$ cat src/rtl/tcb_arbiter.sv
// tcb_arbiter: shares one TCB subordinate among MAN managers.
// Requests are arbitered combinationally (round-robin), a stalled grant is
// locked until it transfers, and read data is steered back to its issuer
// through a DLY-deep ownership pipeline.
// Optional macro TCB_ARBITER_PRIORITY_EN: fixed priority (lowest index wins).
module tcb_arbiter #(
  parameter int unsigned MAN = 2,
  parameter int unsigned ADR = 32,
  parameter int unsigned DAT = 32,
  parameter int unsigned DLY = 1
)(
  input  logic               clk,
  input  logic               rst,
  input  logic [MAN-1:0]     m_vld,
  output logic [MAN-1:0]     m_rdy,
  input  logic [MAN-1:0]     m_wen,
  input  logic [MAN*ADR-1:0] m_adr,
  input  logic [MAN*DAT-1:0] m_wdt,
  output logic [MAN*DAT-1:0] m_rdt,
  output logic               s_vld,
  input  logic               s_rdy,
  output logic               s_wen,
  output logic [ADR-1:0]     s_adr,
  output logic [DAT-1:0]     s_wdt,
  input  logic [DAT-1:0]     s_rdt
);

  localparam int unsigned IW = $clog2(MAN);

  typedef enum logic {ST_OPEN, ST_LOCKED} lock_t;

  lock_t         r_state, w_state_nxt;
  logic [IW-1:0] r_lock_idx, w_lock_idx_nxt;
  logic          w_lock_hold;
  logic          w_rr_vld;
  logic [IW-1:0] w_rr_idx;
  logic          w_gnt_vld;
  logic [IW-1:0] w_gnt;
  logic          w_trn;

  // A lock only holds while its owner keeps requesting.
  assign w_lock_hold = (r_state == ST_LOCKED) && m_vld[r_lock_idx];

`ifdef TCB_ARBITER_PRIORITY_EN
  // Fixed priority: lowest requesting index wins.
  always_comb begin
    w_rr_vld = 1'b0;
    w_rr_idx = '0;
    for (int unsigned i = 0; i < MAN; i++) begin
      if (!w_rr_vld && m_vld[i]) begin
        w_rr_vld = 1'b1;
        w_rr_idx = IW'(i);
      end
    end
  end
`else
  logic [IW-1:0] r_ptr;

  // Round-robin: first requester after the last granted manager.
  always_comb begin
    int unsigned   v_c;
    logic [IW-1:0] v_idx;
    w_rr_vld = 1'b0;
    w_rr_idx = '0;
    v_c      = 0;
    v_idx    = '0;
    for (int unsigned k = 1; k <= MAN; k++) begin
      v_c   = (32'(r_ptr) + k) % MAN;
      v_idx = IW'(v_c);
      if (!w_rr_vld && m_vld[v_idx]) begin
        w_rr_vld = 1'b1;
        w_rr_idx = v_idx;
      end
    end
  end

  // Last-granted pointer advances on every subordinate transfer.
  always_ff @(posedge clk) begin
    if (rst)        r_ptr <= IW'(MAN - 1);
    else if (w_trn) r_ptr <= w_gnt;
  end
`endif

  assign w_gnt_vld = !rst && (w_lock_hold || w_rr_vld);
  assign w_gnt     = w_lock_hold ? r_lock_idx : w_rr_idx;
  assign s_vld     = w_gnt_vld;
  assign w_trn     = s_vld && s_rdy;

  // Request mux and per-manager ready.
  always_comb begin
    s_wen = 1'b0;
    s_adr = '0;
    s_wdt = '0;
    m_rdy = '0;
    for (int unsigned i = 0; i < MAN; i++) begin
      if (w_gnt_vld && (w_gnt == IW'(i))) begin
        s_wen    = m_wen[i];
        s_adr    = m_adr[i*ADR +: ADR];
        s_wdt    = m_wdt[i*DAT +: DAT];
        m_rdy[i] = s_rdy && m_vld[i];
      end
    end
  end

  // Lock FSM next state: a stalled grant locks, a transfer or dropped valid releases.
  always_comb begin
    w_state_nxt    = ST_OPEN;
    w_lock_idx_nxt = r_lock_idx;
    if (w_lock_hold) begin
      if (!s_rdy) w_state_nxt = ST_LOCKED;
    end else if (s_vld && !s_rdy) begin
      w_state_nxt    = ST_LOCKED;
      w_lock_idx_nxt = w_gnt;
    end
  end

  // Lock FSM state register.
  always_ff @(posedge clk) begin
    if (rst) begin
      r_state    <= ST_OPEN;
      r_lock_idx <= '0;
    end else begin
      r_state    <= w_state_nxt;
      r_lock_idx <= w_lock_idx_nxt;
    end
  end

  generate
    if (DLY == 0) begin : g_nodly
      // Same-cycle read data goes straight to the granted reader.
      always_comb begin
        m_rdt = '0;
        for (int unsigned i = 0; i < MAN; i++) begin
          if (w_trn && !s_wen && (w_gnt == IW'(i))) m_rdt[i*DAT +: DAT] = s_rdt;
        end
      end
    end else begin : g_pipe
      logic [DLY-1:0]         r_rsp_val;
      logic [DLY-1:0][IW-1:0] r_rsp_idx;

      // Ownership pipeline: one slot per cycle, only reads mark it valid.
      always_ff @(posedge clk) begin
        if (rst) begin
          r_rsp_val <= '0;
          r_rsp_idx <= '0;
        end else begin
          r_rsp_val[0] <= w_trn && !s_wen;
          r_rsp_idx[0] <= w_gnt;
          for (int unsigned k = 1; k < DLY; k++) begin
            r_rsp_val[k] <= r_rsp_val[k-1];
            r_rsp_idx[k] <= r_rsp_idx[k-1];
          end
        end
      end

      // Steer returning read data to the owner recorded in the last stage.
      always_comb begin
        m_rdt = '0;
        for (int unsigned i = 0; i < MAN; i++) begin
          if (!rst && r_rsp_val[DLY-1] && (r_rsp_idx[DLY-1] == IW'(i)))
            m_rdt[i*DAT +: DAT] = s_rdt;
        end
      end
    end
  endgenerate

endmodule

$ cat config.mk
export PLATFORM = sky130hd
export DESIGN_NAME = tcb_arbiter
export DESIGN_NICKNAME = d
export VERILOG_FILES = /design/src/rtl/tcb_arbiter.sv
export SDC_FILE = /design/constraint.sdc
export NUM_CORES = 1
export LEC_CHECK = 0
export BUFFER_PORTS_ARGS = -buffer_cell sky130_fd_sc_hd__buf_2
export CELL_PAD_IN_SITES_DETAIL_PLACEMENT = 1
export CELL_PAD_IN_SITES_GLOBAL_PLACEMENT = 1
export CORE_AREA = 2 2 115 117
export CTS_CLUSTER_DIAMETER = 80
export DETAILED_ROUTE_END_ITERATION = 16
export DIE_AREA = 0 0 117 119
export PLACE_DENSITY = 0.75
export SLEW_MARGIN = 30
export SYNTH_ARGS = -nofsm -noshare
export SYNTH_HDL_FRONTEND = slang
export SYNTH_SLANG_ARGS = --single-unit
$ cat constraint.sdc
create_clock -name clk -period 2 [get_ports clk]
set_clock_uncertainty 0.15 [all_clocks]
set_input_delay 0.3 -clock clk [delete_from_list [all_inputs] [get_ports clk]]
set_output_delay 0.3 -clock clk [all_outputs]
set_load 0.1 [all_outputs]
==> key figures <==
Timing
  – Finish-stage setup viols: 66
  – Max_slew headroom: about 67%
  – Fmax: about 0.45 GHz
  – Fin crit period: 2.236 ns
  – Slew Limit Fails: 0
  – Period utilization: 111.8%
  – RSZ-0062 raised after global routing: yes
  – Final hold viol count: 0
  – Setup WS post-layout: -0.2359 ns
  – Worst-Margin Slew: around 0.51 ns

Drt
  – Routed wire length: 13.71 mm
  – DRT iter0 DRCs: 58
  – DR WL/cell: between 20 and 25 um
  – Vias: ~2800
  – ANT nets after route: 0
  – Drt pass-1 iters: 4
  – Drt drc: 0
  – Vias per inst: about 4.2

Synth
  – Post-synthesis xor/xnor area fraction: 0%
  – Share of the synthesized area in the top cell type: around 43%
  – Ys flop type: dfxtp_1
  – Cell taking the most area after synthesis: a22o_1
  – Number of nets produced by synthesis: ~350
  – Seq cells post-synth: 5
  – EDFF count, synth: 0
  – Sequential area share after synthesis: around 7.5%
  – Syn Inst Count: 179
  – Ys async rst share: 0%
  – Post-synthesis mux area share: 0%
  – Synth Area in Compound Gates: ~46%
  – Warnings, synthesis: 0
  – Synth cell types: 19
  – Mean post-synth cell area: 7.458 um2
  – Largest family of logic cells by synthesized area: compound AO/OA/AOI/OAI gates
  – Synth Area in Adders: 0%
  – Synth top area cells: a22o_1, and2_1, dfxtp_1
  – Area share of and/or/nand/nor cells after synthesis: between 30 and 40%
  – Synth Cell Area: roughly 1300 um2

Setup path
  – Top delay family on crit path: buffers and inverters
  – Launch point of the worst path: r_state
  – Peak per-stage delay on the critical path: 0.33 ns
  – Worst-path cell chain: nor2b_4, nor3b_2, nor3_4, buf_6, buf_16, a22o_4, buf_12
  – Arrival time at the worst endpoint: between 1.5 and 2 ns
  – Critical path peak fanout: 14
  – CP Capture Type: output port
  – FF-to-FF Start: r_state
  – Slowest stage cell, crit path: dfxtp_2
  – Critical path launch point type: flop
  – CP Buf/Inv Count: 3
  – CP required: ~1.6 ns
  – WS Path Type: reg -> out

Clocking
  – H-tree lvl count: 1
  – Reg clk slew, reported paths: around 0.030 ns
  – Max clock buf depth: 2
  – Clock buffer count from CTS: 3
  – CTS tree: done
  – Clk sink count: 5
  – # hold bufs at CTS: 0
  – Skew-Pair Late Insertion Delay: 0.23 ns
  – CTS root buf: clkbuf_16

Run status
  – Status: complete, but fails checks
  – Failing checks: negative setup slack

Floorplan
  – Num ports: around 300
  – Die Width: around 120 um
  – Die area: around 14000 um2
  – Std-Cell Rows: 42
  – Core ar.: about 13000 um2
  – Initial core utilization: 10.37%
  – Die Ht: between 100 and 150 um

Pwr
  – Clk network pwr share: approximately an eighth
  – Psw: 1.299 mW
  – Comb pwr share: 82.5%
  – Leakage Power: 2.948 nW
  – Internal power: roughly 1.2 mW
  – Seq pwr share: between 4 and 5%
  – Total power: roughly 2.5 mW
  – Pwr dens: between 400 and 500 nW/um2
  – VDD IR max: ~240 uV
  – Switch share: between 50% and 60%

Global routing
  – First-pass GRT wire length: roughly 19 mm
  – Antenna violations before repair: 1
  – Total gr overflow: 0
  – Vias in the first global route: ~3100
  – Global Route Usage Sum: ~18%
  – Largest net degree at the start of global routing: 33

Placed design
  – RePlAce Congestion: 0.8318
  – Placed Cells incl. Taps: 642
  – HPWL after DPL: about 11 mm
  – I/O Buffers: 298

Flow run
  – Maxcap violations: 0

Final layout
  – Fill count: approximately 1400
  – FF+latch area: 102.6 um2
  – Share of cells above drive strength 1: roughly 97%
  – Most frequent cells in the layout: buf_2, buf_12, and2_2
  – Final cell count without fillers: 663
  – Area added between synthesis and finish: 363.4%
  – Final #Nets: ~650
  – Area of the multi-input gates: 1783 um2
  – Commonest non-fill, non-tap cell in the layout: buf_2

Hold path
  – Hold Path Class: in -> reg
  – Worst hold start: m_wen[1]
[layer usage]
layer / part of all wire (%) / global-route usage [%] / up-vias
li1: - / - / 1282
met1: 34 / 18.93 / 1318
met2: 56 / 36.78 / 196
met3: 8.2 / 3.308 / 12
met4: 1.5 / 3.750 / 0
met5: 0 / 0 / -
[layout make-up]
class	count	share of cell area, %
Antenna cell	1	0.04045
Multi-Input combinational cell	151	28.82
Tap cell	176	3.560
Timing Repair Buffer	325	64.58
Clock buffer	4	1.274
Inverter	1	0.06068
Sequential cell	5	1.659
[power by group through the flow]
stage          combinational [mW]  sequential, mW  clock (mW)
2_1_floorplan                1.12           0.110           0
3_3_place_gp                 1.86           0.111           0
3_5_place_dp                 1.89           0.112           0
4_1_cts                      2.05           0.112       0.332
5_1_grt                      2.12           0.114       0.340
6_report                     2.07           0.113       0.327
[sequential cells by signal (all words and copies together), names as in the netlist]
signal,count
r_state,1
r_lock_idx,1
g_pipe.r_rsp_val,1
g_pipe.r_rsp_idx,1
r_ptr,1
[through the flow]
stage	worst slack, ns	hold slack [ns]	cell area, um2	util, %	setup TNS, ns
finish	-0.2359	0.2020	6186	48.05	-13.95
global route	-0.2656	0.1982	6186	48.05	-15.87
CTS	-0.2021	0.1866	6051	47.00	-12.33
detailed placement	-0.05904	0.3860	5488	42.62	-1.654
global placement	0.03642	0.3291	5488	42.62	0
floorplan	-0.3806	0.2268	1809	-	-0.7805
[logic make-up (layout without fill, tap and decap cells)]
group,after synthesis,count (layout)
simple gates,80,80
compound gates,71,71
buf+inv,23,330
flops,5,5
other cells,0,1
[worst paths after layout]
path,end,slack [ns],depth (start not counted)
hold reg to reg,r_lock_idx,0.43,2
setup reg to reg,g_pipe.r_rsp_idx,0.50,6
hold / removal,g_pipe.r_rsp_val,0.20,2
setup / recovery,s_wdt[10],-0.24,7
[synthesized netlist by cell type, drive strengths merged (2+ instances only)]
library cell / n
a22o: 66
and2: 66
and3b: 2
buf: 14
clkbuf: 8
dfxtp: 5
nor2: 3
nor2b: 2
nor3: 3
nor3b: 2
o21ai: 2
[repair_timing]
item | CTS | global route
resized for setup | 50 | 8
pin swaps | 40 | 2
endpoints found under the setup margin | 66 | 67
buffers inserted | 4 | 2
gates cloned | 7 | 4
(Power assumes the default switching activity.)
